$ cat config.mk
export PLATFORM = sky130hd
export DESIGN_NAME = uart_flow_ctrl_mc
export DESIGN_NICKNAME = d
export VERILOG_FILES = /design/src/rtl/uart_flow_pkg.sv /design/src/rtl/uart_cts_filter.sv /design/src/rtl/uart_flow_ctrl_mc.sv
export SDC_FILE = /design/constraint.sdc
export NUM_CORES = 1
export LEC_CHECK = 0
export ABC_AREA = 1
export ABC_CLOCK_PERIOD_IN_PS = 4360
export BUFFER_PORTS_ARGS = -buffer_cell sky130_fd_sc_hd__buf_2
export CAP_MARGIN = 20
export CORE_MARGIN = 2
export CORE_UTILIZATION = 61
export CTS_CLUSTER_DIAMETER = 30
export DETAILED_ROUTE_END_ITERATION = 8
export HOLD_SLACK_MARGIN = 0.02
export PLACE_DENSITY = 0.86
export SKIP_LAST_GASP = 1
export SYNTH_ARGS = -nofsm -noshare
export SYNTH_HDL_FRONTEND = slang
export SYNTH_SLANG_ARGS = --single-unit
$ cat constraint.sdc
create_clock -name clk -period 4.36 [get_ports clk]
set_input_delay 0.654 -clock clk [delete_from_list [all_inputs] [get_ports clk]]
set_output_delay 0.654 -clock clk [all_outputs]
set_load 0.02 [all_outputs]
$ cat src/rtl/uart_flow_pkg.sv
// uart_flow_pkg
// Shared types and constants for the multi-channel UART flow-control block.
//   rts_state_e      : per-channel RTS state (DISABLED, OPEN, THROTTLED)
//   THROTTLE_W       : width of each saturating throttle counter
//   DEFAULT_HIGH_WM  : default RX level at/above which RTS is deasserted
//   DEFAULT_LOW_WM   : default RX level at/below which RTS is reasserted
package uart_flow_pkg;

  typedef enum logic [1:0] {
    RTS_DISABLED  = 2'd0,
    RTS_OPEN      = 2'd1,
    RTS_THROTTLED = 2'd2
  } rts_state_e;

  localparam int THROTTLE_W      = 16;
  localparam int DEFAULT_HIGH_WM = 48;
  localparam int DEFAULT_LOW_WM  = 16;

endpackage

$ cat src/rtl/uart_cts_filter.sv
// uart_cts_filter
// One channel of CTS conditioning: a multi-flop synchroniser followed by a
// debounce filter that only accepts a new CTS level once it has been seen
// for FILTER consecutive synchronised samples.
// Ports:
//   clk    in  : system clock
//   rst    in  : synchronous active-high reset
//   cts_n  in  : asynchronous Clear-to-Send, active low
//   cts_ok out : filtered CTS, high when the far end permits transmission
module uart_cts_filter
  import uart_flow_pkg::*;
#(
  parameter int SYNC_STAGES = 2,
  parameter int FILTER      = 4
) (
  input  logic clk,
  input  logic rst,
  input  logic cts_n,
  output logic cts_ok
);

  // Counter only needs to reach FILTER-1; keep at least one bit for FILTER=1.
  localparam int CNT_W = (FILTER > 1) ? $clog2(FILTER) : 1;
  localparam logic [CNT_W-1:0] CNT_LAST = CNT_W'(FILTER - 1);

  generate
    if (SYNC_STAGES < 2 || FILTER < 1) begin : g_param_check
      $error("uart_cts_filter: SYNC_STAGES must be >= 2 and FILTER >= 1");
    end
  endgenerate

  logic [SYNC_STAGES-1:0] sync_q;
  logic                   synced_n;
  logic                   accepted_n_q;
  logic [CNT_W-1:0]       cnt_q;

  assign synced_n = sync_q[SYNC_STAGES-1];

  // Synchroniser preset to the idle (deasserted) level so reset never looks
  // like a CTS edge.
  always_ff @(posedge clk) begin
    if (rst) begin
      sync_q <= '1;
    end else begin
      sync_q <= {sync_q[SYNC_STAGES-2:0], cts_n};
    end
  end

  // Any sample matching the accepted level restarts the run, so only an
  // uninterrupted run of FILTER differing samples flips the accepted level.
  always_ff @(posedge clk) begin
    if (rst) begin
      accepted_n_q <= 1'b1;
      cnt_q        <= '0;
    end else if (synced_n == accepted_n_q) begin
      cnt_q <= '0;
    end else if (cnt_q == CNT_LAST) begin
      accepted_n_q <= synced_n;
      cnt_q        <= '0;
    end else begin
      cnt_q <= cnt_q + 1'b1;
    end
  end

  assign cts_ok = ~accepted_n_q;

endmodule

$ cat src/rtl/uart_flow_ctrl_mc.sv
// uart_flow_ctrl_mc
// Multi-channel hardware flow control and heartbeat LED. Per channel it runs
// an RTS state machine with watermark hysteresis, filters CTS into a TX
// permit and counts throttled cycles.
// Ports:
//   clk          in  : system clock
//   rst          in  : synchronous active-high reset
//   rx_level     in  : RX FIFO occupancy per channel
//   rx_full      in  : RX FIFO full per channel
//   ch_enable    in  : bridge enable per channel
//   uart_cts_n   in  : asynchronous Clear-to-Send per channel, active low
//   err_present  in  : any bridge reports an error (speeds up the LED)
//   stats_clear  in  : single-cycle pulse clearing all throttle counters
//   uart_rts_n   out : Request-to-Send per channel, active low, registered
//   tx_allow     out : TX engine may start a new byte, registered
//   throttle_cnt out : saturating count of THROTTLED cycles per channel
//   led          out : heartbeat LED, registered
module uart_flow_ctrl_mc
  import uart_flow_pkg::*;
#(
  parameter int NUM_CH          = 1,
  parameter int LEVEL_W         = 7,
  parameter int HIGH_WM         = DEFAULT_HIGH_WM,
  parameter int LOW_WM          = DEFAULT_LOW_WM,
  parameter int CTS_SYNC_STAGES = 2,
  parameter int CTS_FILTER      = 4,
  parameter int HB_DIV_W        = 26
) (
  input  logic                                 clk,
  input  logic                                 rst,
  input  logic [NUM_CH-1:0][LEVEL_W-1:0]       rx_level,
  input  logic [NUM_CH-1:0]                    rx_full,
  input  logic [NUM_CH-1:0]                    ch_enable,
  input  logic [NUM_CH-1:0]                    uart_cts_n,
  input  logic                                 err_present,
  input  logic                                 stats_clear,
  output logic [NUM_CH-1:0]                    uart_rts_n,
  output logic [NUM_CH-1:0]                    tx_allow,
  output logic [NUM_CH-1:0][THROTTLE_W-1:0]    throttle_cnt,
  output logic                                 led
);

  localparam logic [LEVEL_W-1:0]    HIGH_LVL     = LEVEL_W'(HIGH_WM);
  localparam logic [LEVEL_W-1:0]    LOW_LVL      = LEVEL_W'(LOW_WM);
  localparam logic [THROTTLE_W-1:0] THROTTLE_MAX = '1;

  generate
    if (NUM_CH < 1 || LOW_WM >= HIGH_WM || HIGH_WM > (2**LEVEL_W) - 1 ||
        CTS_SYNC_STAGES < 2 || CTS_FILTER < 1 || HB_DIV_W < 4) begin : g_param_check
      $error("uart_flow_ctrl_mc: illegal parameter combination");
    end
  endgenerate

  genvar ch;
  generate
    for (ch = 0; ch < NUM_CH; ch++) begin : g_ch
      rts_state_e            state_q;
      rts_state_e            state_d;
      logic                  rts_n_q;
      logic                  tx_allow_q;
      logic                  cts_ok;
      logic [THROTTLE_W-1:0] thr_q;

      // Disable overrides everything; rx_full is checked alongside the level
      // so a full FIFO keeps the channel throttled even at a low level.
      always_comb begin
        state_d = state_q;
        if (!ch_enable[ch]) begin
          state_d = RTS_DISABLED;
        end else begin
          unique case (state_q)
            RTS_DISABLED:
              state_d = (rx_level[ch] < HIGH_LVL && !rx_full[ch]) ? RTS_OPEN : RTS_THROTTLED;
            RTS_OPEN:
              if (rx_level[ch] >= HIGH_LVL || rx_full[ch]) state_d = RTS_THROTTLED;
            RTS_THROTTLED:
              if (rx_level[ch] <= LOW_LVL && !rx_full[ch]) state_d = RTS_OPEN;
            default:
              state_d = RTS_DISABLED;
          endcase
        end
      end

      // RTS is registered from the state register, giving two cycles from
      // an input change to the pin.
      always_ff @(posedge clk) begin
        if (rst) begin
          state_q <= RTS_DISABLED;
          rts_n_q <= 1'b1;
        end else begin
          state_q <= state_d;
          rts_n_q <= (state_q != RTS_OPEN);
        end
      end

      uart_cts_filter #(
        .SYNC_STAGES (CTS_SYNC_STAGES),
        .FILTER      (CTS_FILTER)
      ) u_cts_filter (
        .clk    (clk),
        .rst    (rst),
        .cts_n  (uart_cts_n[ch]),
        .cts_ok (cts_ok)
      );

      always_ff @(posedge clk) begin
        if (rst) begin
          tx_allow_q <= 1'b0;
        end else begin
          tx_allow_q <= cts_ok & ch_enable[ch];
        end
      end

      // Clear wins over increment; the count sticks at all-ones.
      always_ff @(posedge clk) begin
        if (rst || stats_clear) begin
          thr_q <= '0;
        end else if (state_q == RTS_THROTTLED && thr_q != THROTTLE_MAX) begin
          thr_q <= thr_q + 1'b1;
        end
      end

      assign uart_rts_n[ch]   = rts_n_q;
      assign tx_allow[ch]     = tx_allow_q;
      assign throttle_cnt[ch] = thr_q;
    end
  endgenerate

  logic [HB_DIV_W-1:0] hb_cnt_q;

  // Error mode taps a bit two places lower for a 4x faster blink without
  // disturbing the free-running counter.
  always_ff @(posedge clk) begin
    if (rst) begin
      hb_cnt_q <= '0;
      led      <= 1'b0;
    end else begin
      hb_cnt_q <= hb_cnt_q + 1'b1;
      led      <= err_present ? hb_cnt_q[HB_DIV_W-3] : hb_cnt_q[HB_DIV_W-1];
    end
  end

endmodule

======== Word-level counts from Yosys, hierarchy flattened ========
Cells that the tools add are included.
W data, S select, Z words.
word-level totals
  memories kept ........................... 0
  memory bits (read-only) ................. 0
  bits in latches ......................... 0
  output and inout port bits .............. 19
  memory bits (writable) .................. 0
  register bits ........................... 52
cells by class
  reductions and logical operators ........ 11
  mux-type cells .......................... 5
  eq/ne operators ......................... 8
  order comparisons ....................... 3
  multiply operators ...................... 0
  add/subtract/negate cells ............... 3
  shift operators ......................... 0
  bitwise logic cells ..................... 4
  divide/modulo/power cells ............... 0
operator list
  cell                     number
  $add A26 B1 Y26 const B  1
  $add A16 B1 Y16 const B  1
  $ne A16 B16 Y1 const B   1
  $ge A7 B6 Y1 const B     1
  $le A7 B5 Y1 const B     1
  $lt A7 B6 Y1 const B     1
  $mux W2                  3
  $pmux W2 S3              1
  $eq A2 B2 Y1 const B     2
  $ne A2 B2 Y1 const B     2
  $reduce_and A2 Y1        2
  $logic_and A1 B1 Y1      3
  $not A1 Y1               3
  $reduce_or A3 Y1         1
  $add A2 B1 Y2 const B    1
  $eq A2 B1 Y1 const B     1
  $logic_not A2 Y1         1
  $logic_or A1 B1 Y1       2
  $ne A2 B1 Y1 const B     1
  $reduce_or A2 Y1         1
  $and A1 B1 Y1            1
  $eq A1 B1 Y1             1
  $logic_not A1 Y1         1
  $mux W1                  1

======== Logic depth before layout (Yosys ltp) ========
Gate-level depths: netlist of the first run.
  word-level depth ........................ 4
  mapped depth ............................ 10

======== Modules after synthesis ========
Synthesis of the first run repeated with hierarchy kept, for this count alone.
second synthesis, totals
  cells, all modules ...................... 398
  area, all modules ....................... 2,638.8 µm²
modules (own cells, without submodules)
  module             cells an instance  sequential area each (µm²)  times used  area an instance (µm²)
  uart_flow_ctrl_mc  379                940.9                       1           2,461.1
  uart_cts_filter    19                 100.1                       1           177.7

======== Worst setup path after synthesis of the first run ========
Ideal clock, no wire load.
  path kind ............................... register to register
  start point ............................. register g_ch[0].thr_q[0] (netlist: throttle_cnt[0])
  end point ............................... register g_ch[0].thr_q[13] (netlist: throttle_cnt[13])
  stages on the path, launching flop included .. 10
  data required time ...................... 4.245 ns
  arrival ................................. 1.517 ns
  library setup time ...................... 0.115 ns
  setup slack ............................. 2.727 ns
  cell sequence ........................... dfxtp_1 -> ha_1 -> nand2_1 -> nor2_2 -> nand2_2 -> nor2_1 -> nor2_2 -> buf_6 -> a21oi_1 -> nor2_1
on the way
  longest elaborated chain between the ends .. 2
RTL lines
  element                                                  RTL line                  text
  start: declaration                                       uart_flow_ctrl_mc.sv:62   logic [THROTTLE_W-1:0] thr_q;
  start signal: assignment                                 uart_flow_ctrl_mc.sv:119  thr_q <= thr_q + 1'b1;
  branches (longest 2 deep; another with $add A16 B1 Y16)  -
Parallel ways; which one is timed is not known.
A chain may end at the register's enable or synchronous reset.

======== Worst setup path after layout of the first run ========
  start point ............................. register g_ch[0].thr_q[0] (netlist: throttle_cnt[0])
  end point ............................... register g_ch[0].thr_q[10] (netlist: throttle_cnt[10])
Same word-level chain as after synthesis.

==> impl_metrics.csv, run 1 <==
group,metric,value,unit
layout,regArea,0.001041,sq mm
layout,multi_input_area,0.001303,sq mm
drt,post-route-drc-count,0,
yosys,syn_inst,378,
power_and_ir_drop,vdd_drop_max,0.0002381,V
power_and_ir_drop,leakage,1.159,nW
clock_network,h-tree-depth,2,
layout,syn_to_final_growth,10.76,%
grt,grt_pass1_wl,8038,um
clock_network,cts_tree,"yes",
sta,fmax,543.4,MHz
grt,grt_pass1_vias,1970,
setup_path,cp_max_fo,15,
setup_path,crit_arrival,2.09,ns
sta,finalCriticalPeriod,1.840,ns
yosys,ys_seq_area_share,41.27,%
setup_path,cp-start-kind,"flip-flop",
floorplanning,start_util,63.06,%
clock_network,root_buffer,"clkbuf_8",
power_and_ir_drop,p_per_area,285.6,mW/mm^2
floorplanning,ios,33,
clock_network,holdBufCountCts,0,
drt,vias_per_cell,5.026,
clock_network,cts.sinks,52,
clock_network,clk_pin_slew,0.10,ns
power_and_ir_drop,p_total,0.7978,mW
layout,diodes,0,
sta,worstMarginPinSlew,0.6799,ns
hold_path,hold_path.class,"flip-flop to flip-flop",
yosys,ys_types,25,
clock_network,post_cts_buffers,0,
sta,hold_violations,0,
drt,dr.pass1.iters,4,
sta,fin_crit_sh,42.21,%
grt,grt_overflow,0,
sta,slew_viol_final,0,
layout,fill_cells,344,
setup_path,crit_type,"flip-flop to flip-flop",
grt,track_usage,22.34,%
clock_network,clockBufferDepth,2,
sta,setup_viol,0,
setup_path,worstPathRequired,4.61,ns
grt,antenna_found_initial,0,
grt,grt_max_degree,19,
clock_network,numCtsBuffers,5,
outcome,status,"finished, final reports clean",
sta,clock-skew-final,0.01007,ns
yosys,syn_area,0.002522,sq mm
clock_network,clkLatencyLatePin,0.31,ns
floorplanning,die_h,68.31,um
layout,final_nets,427,
floorplanning,design.die.area,0.004666,sq mm
setup_path,cp-end-kind,"flip-flop",
drt,drt_iter0_markers,122,
layout,drive_gt1_share,12.41,%
job,maxCapViolations,0,
placement,post-dp-hpwl,3593,um
placement,gp_congestion,0.8070,
sta,rsz0062_at_grt,"false",
drt,vias,2317,
clock_network,ctsResizeCount,0,
yosys,syn_nets,395,
floorplanning,core_area,0.004000,sq mm
sta,final.setup.tns,0,ns
yosys,ys_warn_count,0,
drt,postRouteAntennaNets,0,
drt,totalWireLength,4837,um
yosys,syn_avg_cell_area,6.673,sq um
floorplanning,rows,23,
floorplanning,die_w,68.31,um
yosys,yosys_register_bits,52,
placement,place.port_buffers,32,
drt,wire_per_inst,10.49,um
sta,slew_headroom,54.51,%
[power breakdown]
group          internal [mW]  total [mW]  switching [mW]
combinational         0.0130      0.0364          0.0234
clock                  0.114       0.279           0.165
sequential             0.480       0.483         0.00296
total                  0.607       0.798           0.191
[area by class of cell]
type,instances,area share (%)
repair buffers,32,5.732
flip-flops and latches,52,37.26
clock buffers,5,2.463
clock inverters,3,0.8509
well taps,50,2.239
multi-input cells,283,46.62
inverters,36,4.837
[worst max-delay path, stage by stage, from the launching register on]
cell     delay [ns]
dfxtp_1        0.39
ha_1           0.26
nand2_1        0.09
nor2_2         0.04
nand2_2        0.10
nor2_1         0.06
nor2_2         0.44
nand2_1        0.16
nand2_1        0.10
nand2_1        0.05
nor2_1         0.08
[cell families (layout without fill, tap and decap cells)]
logic type,count (synthesis),after routing,share of synthesized area (%)
flip-flops,52,52,41.27
AND/OR/NAND/NOR,226,226,37.10
adder cells (fa/ha/maj),3,3,1.488
buffers and inverters,43,76,7.093
AO/OA/AOI/OAI,44,44,9.574
XOR/XNOR,10,10,3.472
[per-stage QoR]
| stage | hold slack, ns | setup WS (ns) | area, sq um | utilization [%] | std cells |
|---|---|---|---|---|---|
| floorplan | 0.3895 | 2.727 | 2522 | - | 378 |
| detailed placement | 0.3951 | 2.555 | 2701 | 67.53 | 453 |
| CTS | 0.4190 | 2.523 | 2794 | 69.85 | 461 |
| finish | 0.4173 | 2.520 | 2794 | 69.85 | 461 |
| global placement | 0.3962 | 2.607 | 2701 | 67.53 | 453 |
| global route | 0.4486 | 2.287 | 2794 | 69.85 | 461 |
[per-layer routing]
layer,track usage [%],vias to the layer above,part of all wire (%)
met5,0,-,0
met4,7.750,0,1.3
met3,5.099,5,4.4
met2,35.80,46,46
met1,29.47,1013,48
li1,-,1253,-
[Yosys cell counts (all sizes together)]
cell      n  area share [%]
o21ai     9             1.9
buf       4             1.3
nand3b    6             1.8
a31oi     1            0.25
xnor2     3             1.0
nor2     83              13
o211ai    1            0.30
a21oi    29             5.9
nor3      1            0.20
clkbuf    3            0.45
o21a      4             1.2
nand3    16             3.2
inv      36             5.4
nand4     8             2.0
and2      1            0.30
or2       2            0.50
dfxtp    52              41
ha        3             1.5
xor2      7             2.4
nand2   109              16
[worst paths after layout]
kind | slack (ns) | startpoint | endpoint | depth (start not counted)
hold reg to reg | 0.42 | g_ch[0].u_cts_filter.sync_q[0] | g_ch[0].u_cts_filter.sync_q[1] | 1
hold / removal | 0.42 | g_ch[0].u_cts_filter.sync_q[0] | g_ch[0].u_cts_filter.sync_q[1] | 1
setup / recovery | 2.52 | throttle_cnt[0] | throttle_cnt[10] | 10
setup reg to reg | 2.52 | throttle_cnt[0] | throttle_cnt[10] | 10
[registers in the layout, summed over array words and instances, names as in the netlist]
signal,cells
g_ch.state_q,2
throttle_cnt,16
g_ch.u_cts_filter.accepted_n_q,1
tx_allow,1
g_ch.u_cts_filter.sync_q,2
g_ch.u_cts_filter.cnt_q,2
led,1
uart_rts_n,1
hb_cnt_q,26
[cells in the final DEF (no fill, tap or decap)]
master	n
a21oi_1	28
a21oi_2	1
a31oi_1	1
and2_2	1
buf_2	32
clkbuf_8	5
clkinv_4	1
clkinvlp_4	2
dfxtp_1	52
ha_1	3
inv_1	36
nand2_1	108
nand2_2	1
nand3_1	16
nand3b_1	6
nand4_1	8
nor2_1	78
nor2_2	5
nor3_1	1
o211ai_1	1
o21a_1	4
o21ai_0	8
o21ai_2	1
or2_2	2
xnor2_1	3
xor2_1	7
No activity file was read; power rests on OpenSTA's default activity.
==> run 2, diff against run 1 <==
--- a/config.mk
+++ b/config.mk
@@ -5,16 +5,16 @@
 export SDC_FILE = /design/constraint.sdc
 export NUM_CORES = 1
 export LEC_CHECK = 0
-export ABC_AREA = 1
-export ABC_CLOCK_PERIOD_IN_PS = 4360
+export ABC_AREA = 0
+export ABC_CLOCK_PERIOD_IN_PS = 1760
 export BUFFER_PORTS_ARGS = -buffer_cell sky130_fd_sc_hd__buf_2
 export CAP_MARGIN = 20
 export CORE_MARGIN = 2
-export CORE_UTILIZATION = 61
+export CORE_UTILIZATION = 56
 export CTS_CLUSTER_DIAMETER = 30
 export DETAILED_ROUTE_END_ITERATION = 8
 export HOLD_SLACK_MARGIN = 0.02
-export PLACE_DENSITY = 0.86
+export PLACE_DENSITY = 0.8
 export SKIP_LAST_GASP = 1
 export SYNTH_ARGS = -nofsm -noshare
 export SYNTH_HDL_FRONTEND = slang
==> constraint.sdc (replaced) <==
create_clock -name clk -period 1.76 [get_ports clk]
set_input_delay 0.264 -clock clk [delete_from_list [all_inputs] [get_ports clk]]
set_output_delay 0.264 -clock clk [all_outputs]
set_load 0.02 [all_outputs]
==> run 2 against run 1 <==
Wire length increased by 5.3%. Flip-flop and latch count unchanged. Critical path depth decreased by 6. Synthesized area decreased by 7.8%. Sequential power increased by 150%. First-iteration DRC count decreased by 11%. Global-route usage increased by 0.65 points. Cell count decreased by 20%.
==> impl_metrics.csv, run 2 <==
group,metric,value,unit
grt,antenna_found_initial,0,
setup_path,cp-end-kind,"flip-flop",
setup_path,crit_type,"flip-flop to flip-flop",
sta,hold_violations,0,
yosys,synth_common_cells,"dfxtp_1 (52), a21oi_1 (25), nor2_1 (22)",
power_and_ir_drop,vdd_drop_max,0.0005155,V
floorplanning,core_area,0.004000,sq mm
sta,fin_crit_sh,99.99,%
yosys,synth_ff_type,"dfxtp_1",
sta,clock-skew-final,0.004375,ns
yosys,yosysTopAreaCell,"dfxtp_1",
grt,grt_max_degree,35,
yosys,synth-edff-count,0,
setup_path,crit_arrival,1.99,ns
sta,worstMarginPinSlew,0.4756,ns
clock_network,cts_tree,"yes",
layout,regMostFlops,"hb_cnt_q",
power_and_ir_drop,p_seq_share,62.5,%
setup_path,reg2reg_to,"hb_cnt_q[17]",
drt,drt_iter0_markers,109,
grt,track_usage,22.99,%
power_and_ir_drop,power_frac_comb,4.5,%
clock_network,h-tree-depth,2,
clock_network,clockBufferDepth,2,
yosys,post-synth-top-count-cell,"dfxtp_1",
drt,wire_per_inst,13.88,um
yosys,syn_nets,282,
floorplanning,die_h,68.43,um
drt,dr.pass1.iters,5,
setup_path,reg2reg_depth,4,
floorplanning,start_util,58.12,%
placement,gp_congestion,0.7860,
sta,fmax,568.2,MHz
outcome,status,"finished, final reports clean",
sta,fin_hold_ws,0.1475,ns
power_and_ir_drop,switching_power,0.4146,mW
sta,finalCriticalPeriod,1.760,ns
drt,vias_per_cell,5.943,
job,maxCapViolations,0,
power_and_ir_drop,intPower,1.485,mW
setup_path,crit_slowest_cell,"or4_4",
sta,rsz0062_at_grt,"true",
drt,vias,2181,
yosys,async_flop_share,0,%
layout,fill_cells,308,
floorplanning,rows,23,
yosys,ys_seq_area_share,44.78,%
placement,post-dp-hpwl,3357,um
layout,drive_gt1_share,32.81,%
setup_path,crit_start,"hb_cnt_q[7]",
yosys,syn_avg_cell_area,8.773,sq um
layout,final_common_cell,"dfxtp_1",
yosys,netlist.area_leader.share,44.78,%
setup_path,critPathMaxStageDelay,0.59,ns
clock_network,root_buffer,"clkbuf_8",
grt,grt_pass1_wl,8162,um
sta,setup_viol,0,
power_and_ir_drop,sw_frac_of_total,21.82,%
clock_network,clk_pin_slew,0.08,ns
yosys,ys_warn_count,0,
placement,place.port_buffers,32,
setup_path,cp-start-kind,"flip-flop",
setup_path,crit_end,"hb_cnt_q[17]",
clock_network,clkLatencyLatePin,0.29,ns
clock_network,cts.sinks,52,
clock_network,numCtsBuffers,5,
hold_path,hold_path.class,"input pin to flip-flop",
sta,slew_viol_final,0,
grt,grt_overflow,0,
grt,grt_pass1_vias,1917,
setup_path,r2r_slack,0.0002,ns
yosys,synth_area_leaders,"dfxtp_1 (45%), a21oi_1 (5.4%), or4_1 (4.8%)",
floorplanning,ios,33,
yosys,syn_inst,265,
layout,largest_reg_flops,26,
layout,final_nets,334,
drt,post-route-drc-count,0,
sta,slew_headroom,68.26,%
setup_path,r2r-start,"hb_cnt_q[7]",
drt,totalWireLength,5094,um
floorplanning,die_w,68.43,um
power_and_ir_drop,p_per_area,653.7,mW/mm^2
yosys,syn_area,0.002325,sq mm
yosys,yosys_register_bits,52,
setup_path,cp_max_fo,6,
power_and_ir_drop,pwr-share-clk,33.1,%
layout,diodes,0,
setup_path,worstPathRequired,1.99,ns
power_and_ir_drop,p_total,1.900,mW
clock_network,holdBufCountCts,0,
yosys,ys_types,40,
floorplanning,design.die.area,0.004683,sq mm
layout,layout_common_cells,"dfxtp_1 (38), buf_2 (32), nor2_1 (22), a21oi_1 (22), buf_4 (21)",
drt,postRouteAntennaNets,0,
layout,syn_to_final_growth,25.03,%
setup_path,crit_chain,"nand4_1 > or4_4 > or4_1 > a21oi_1",
power_and_ir_drop,leakage,1.031,nW
run 2: cell types whose count changed in the layout (fill, tap and decap cells not counted), sizes merged, moves of 13 or more:
cell   delta
buf      +23
inv      -33
nand2    -93
nor2     -61
o31ai    +14
or3      +13
or4      +18
run 2: per-layer routing:
layer	global-route usage (%)	vias up	wire (um)
li1	-	1098	-
met4	9.500	0	74
met2	39.06	58	2497
met1	27.33	1017	2294
met3	5.921	8	227
met5	0	-	0
run 2: how the worst min path moves through the flow:
stage / startpoint / to / slack, ns / cells past startpoint
floorplan: uart_cts_n / g_ch[0].u_cts_filter.sync_q[0] / 0.37 / 1
global placement: g_ch[0].u_cts_filter.sync_q[0] / g_ch[0].u_cts_filter.sync_q[1] / 0.39 / 1
detailed placement: g_ch[0].u_cts_filter.sync_q[0] / g_ch[0].u_cts_filter.sync_q[1] / 0.40 / 1
CTS: uart_cts_n / g_ch[0].u_cts_filter.sync_q[0] / 0.14 / 2
global route: uart_cts_n / g_ch[0].u_cts_filter.sync_q[0] / 0.14 / 2
finish: uart_cts_n / g_ch[0].u_cts_filter.sync_q[0] / 0.15 / 2
run 2: what timing repair did:
action                     4_1_cts  5_1_grt
pin swaps                        7       10
gates cloned                     1        0
buffers inserted                 3        1
hold endpoints to repair         0        0
setup endpoints to repair        6       16
gates resized for setup          2       16
run 2: power groups by stage:
stage               registers [mW]  clock network [mW]  logic (mW)
floorplan                     1.22                   0      0.0461
global placement              1.21                   0      0.0817
detailed placement            1.21                   0      0.0837
CTS                           1.19               0.638      0.0845
global route                  1.19               0.683      0.0952
finish                        1.19               0.628      0.0849
run 2: stage by stage:
step                      setup slack, ns  setup TNS [ns]  cell area [sq um]  utilization [%]  std cells
final                           0.0001645               0               2907            72.66        367
after detailed placement         -0.05777         -0.1196               2724            68.10        355
after global placement            0.02477               0               2724            68.10        355
after CTS                        -0.06106         -0.1693               2836            70.91        366
after floorplan                  0.005074               0               2412                -        265
after global routing             -0.06410         -0.3571               2907            72.66        367
run 2: kinds of logic after synthesis:
family	Yosys count	synth area share [%]
xor+xnor	13	4.898
simple gates	124	30.89
fa+ha+maj	3	1.615
buf+inv	14	2.368
flops	52	44.78
compound gates	58	15.02
mux	1	0.4306
run 2: area by class of cell:
type | count | area (sq um) | area share [%]
Clock buffer | 6 | 72.57 | 2.497
Clock inverter | 1 | 5.005 | 0.1722
Inverter | 3 | 11.26 | 0.3874
Multi-Input combinational cell | 200 | 1336 | 45.97
Sequential cell | 52 | 1079 | 37.11
Tap cell | 50 | 62.56 | 2.152
Timing Repair Buffer | 55 | 340.3 | 11.71
run 2: critical path: cells and delay by family (launching register included):
kind            cells  cell delay, ns
simple gates        3            1.22
flops               1            0.33
compound gates      1            0.15
==> run 3, diff against run 2 <==
--- a/config.mk
+++ b/config.mk
@@ -10,11 +10,12 @@
 export BUFFER_PORTS_ARGS = -buffer_cell sky130_fd_sc_hd__buf_2
 export CAP_MARGIN = 20
 export CORE_MARGIN = 2
-export CORE_UTILIZATION = 56
+export CORE_UTILIZATION = 59
+export CTS_BUF_LIST = sky130_fd_sc_hd__clkbuf_8
 export CTS_CLUSTER_DIAMETER = 30
 export DETAILED_ROUTE_END_ITERATION = 8
 export HOLD_SLACK_MARGIN = 0.02
-export PLACE_DENSITY = 0.8
+export PLACE_DENSITY = 0.84
 export SKIP_LAST_GASP = 1
 export SYNTH_ARGS = -nofsm -noshare
 export SYNTH_HDL_FRONTEND = slang
==> run 3 against run 2 <==
Critical endpoint unchanged. First-iteration DRC count rose by 17%. Cell count up 1.9%. Highest routed layer unchanged. Count of clock-buffer cells in the layout is the same. Wire length up 7.4%. The run now ends with setup timing left. Worst hold slack better by 0.0018 ns.
==> impl_metrics.csv, run 3 (same netlist as run 2, synthesis figures left out) <==
group,metric,value,unit
drt,vias,2240,
clock_network,root_buffer,"clkbuf_8",
placement,post-dp-hpwl,3401,um
clock_network,clockBufferDepth,2,
grt,grt_pass1_wl,8411,um
drt,wire_per_inst,14.63,um
layout,fill_cells,251,
layout,regMostFlops,"hb_cnt_q",
sta,setup_ws,-0.03317,ns
sta,worstMarginPinSlew,0.4914,ns
grt,antenna_found_initial,0,
sta,hold_violations,0,
sta,fin_crit_sh,101.9,%
grt,grt_pass1_vias,1985,
clock_network,cts.sinks,52,
setup_path,crit_arrival,2.01,ns
clock_network,clk_pin_slew,0.09,ns
grt,grt_max_degree,35,
drt,wl_met3,233,um
sta,fin_hold_ws,0.1493,ns
layout,final_common_cell,"dfxtp_1",
drt,drt-met1-wl,2322,um
layout,drive_gt1_share,36.20,%
sta,rsz0062_at_grt,"true",
grt,track_usage,24.30,%
sta,clock-skew-final,0.007813,ns
floorplanning,design.die.area,0.004458,sq mm
sta,setup_viol,2,
job,maxCapViolations,0,
placement,place.port_buffers,32,
sta,finalCriticalPeriod,1.793,ns
drt,dr.pass1.iters,4,
floorplanning,ios,33,
placement,dp.cells,355,
sta,fmax,557.7,MHz
setup_path,cp-end-kind,"flip-flop",
setup_path,cp_max_fo,8,
grt,grt_overflow,0,
drt,drt_iter0_markers,127,
drt,routed-wl-met2,2824,um
clock_network,holdBufCountCts,0,
floorplanning,start_util,62.56,%
power_and_ir_drop,p_per_area,659.3,mW/mm^2
setup_path,worstPathRequired,1.98,ns
drt,post-route-drc-count,0,
layout,syn_to_final_growth,28.26,%
drt,maxUsedRoutingLayer,"met4",
setup_path,crit_type,"flip-flop to flip-flop",
clock_network,h-tree-depth,2,
drt,totalWireLength,5473,um
power_and_ir_drop,p_total,1.966,mW
layout,diodes,0,
drt,postRouteAntennaNets,0,
clock_network,clkLatencyLatePin,0.30,ns
drt,vias_per_cell,5.989,
layout,final_nets,342,
layout,finalNonFillerCells,374,
outcome,violations,"setup timing",
hold_path,hold_path.class,"input pin to flip-flop",
setup_path,cp-start-kind,"flip-flop",
clock_network,cts_tree,"yes",
layout,largest_reg_flops,26,
floorplanning,die_h,66.77,um
floorplanning,die_w,66.77,um
power_and_ir_drop,vdd_drop_max,0.0004752,V
power_and_ir_drop,leakage,1.089,nW
placement,gp_congestion,0.7430,
clock_network,numCtsBuffers,5,
sta,slew_headroom,67.20,%
floorplanning,rows,22,
outcome,status,"finished with violations",
layout,layout_common_cells,"dfxtp_1 (36), buf_2 (32), buf_4 (31)",
sta,slew_viol_final,0,
layout,multi_input_area,0.001333,sq mm
layout,regArea,0.001081,sq mm
floorplanning,core_area,0.003716,sq mm
-- run 3: changes by cell type in the layout (fill, tap and decap cells not counted), moves of 2 or more --
| cell | before | now |
|---|---|---|
| and4_2 | 1 | 3 |
| buf_4 | 21 | 31 |
| dfxtp_1 | 38 | 36 |
| dfxtp_2 | 6 | 8 |
-- run 3: worst max-delay path, stage by stage (launching register included) --
cell	delay [ns]
dfxtp_2	0.35
nand4_1	0.15
or4_4	0.58
or4_1	0.47
a21oi_1	0.18
-- run 3: worst paths after layout --
path	cells past startpoint	start	to	slack [ns]
setup / recovery	4	hb_cnt_q[5]	hb_cnt_q[17]	-0.03
setup reg to reg	4	hb_cnt_q[5]	hb_cnt_q[17]	-0.03
hold / removal	2	uart_cts_n	g_ch[0].u_cts_filter.sync_q[0]	0.15
hold reg to reg	1	g_ch[0].u_cts_filter.sync_q[0]	g_ch[0].u_cts_filter.sync_q[1]	0.41
-- run 3: timing repair --
item,in CTS,in global routing
pin swaps,5,11
setup endpoints to repair,3,18
gates resized for setup,2,19
buffers inserted,4,7
endpoints found under the hold margin,0,0
-- run 3: layout make-up --
type,instances,share of cell area (%)
Inverter,3,0.3777
Timing Repair Buffer,64,13.55
Sequential cell,52,36.26
Tap cell,48,2.014
Clock inverter,2,0.3357
Clock buffer,6,2.770
Multi-Input combinational cell,199,44.69
-- run 3: where the power goes --
part	leakage (nW)	internal, mW	total, mW	switching, mW
logic	0.607	0.0395	0.0874	0.0479
registers	0.430	1.18	1.19	0.0104
clock network	0.0510	0.315	0.691	0.377
total	1.09	1.53	1.97	0.435
-- run 3: routing by layer --
| metal | global-route usage (%) | vias to the layer above |
|---|---|---|
| met3 | 5.236 | 11 |
| met1 | 28.13 | 1056 |
| met2 | 45.00 | 61 |
| met5 | 0 | - |
| li1 | - | 1112 |
| met4 | 6.122 | 0 |
-- run 3: through the flow --
step	util (%)	area [sq um]	setup slack, ns	setup TNS [ns]
after floorplan	-	2412	0.005074	0
after global placement	73.64	2736	0.02651	0
after detailed placement	73.64	2736	-0.03064	-0.05373
after CTS	77.04	2863	0.005297	0
after global routing	80.24	2982	-0.1222	-0.5831
final	80.24	2982	-0.03317	-0.03544
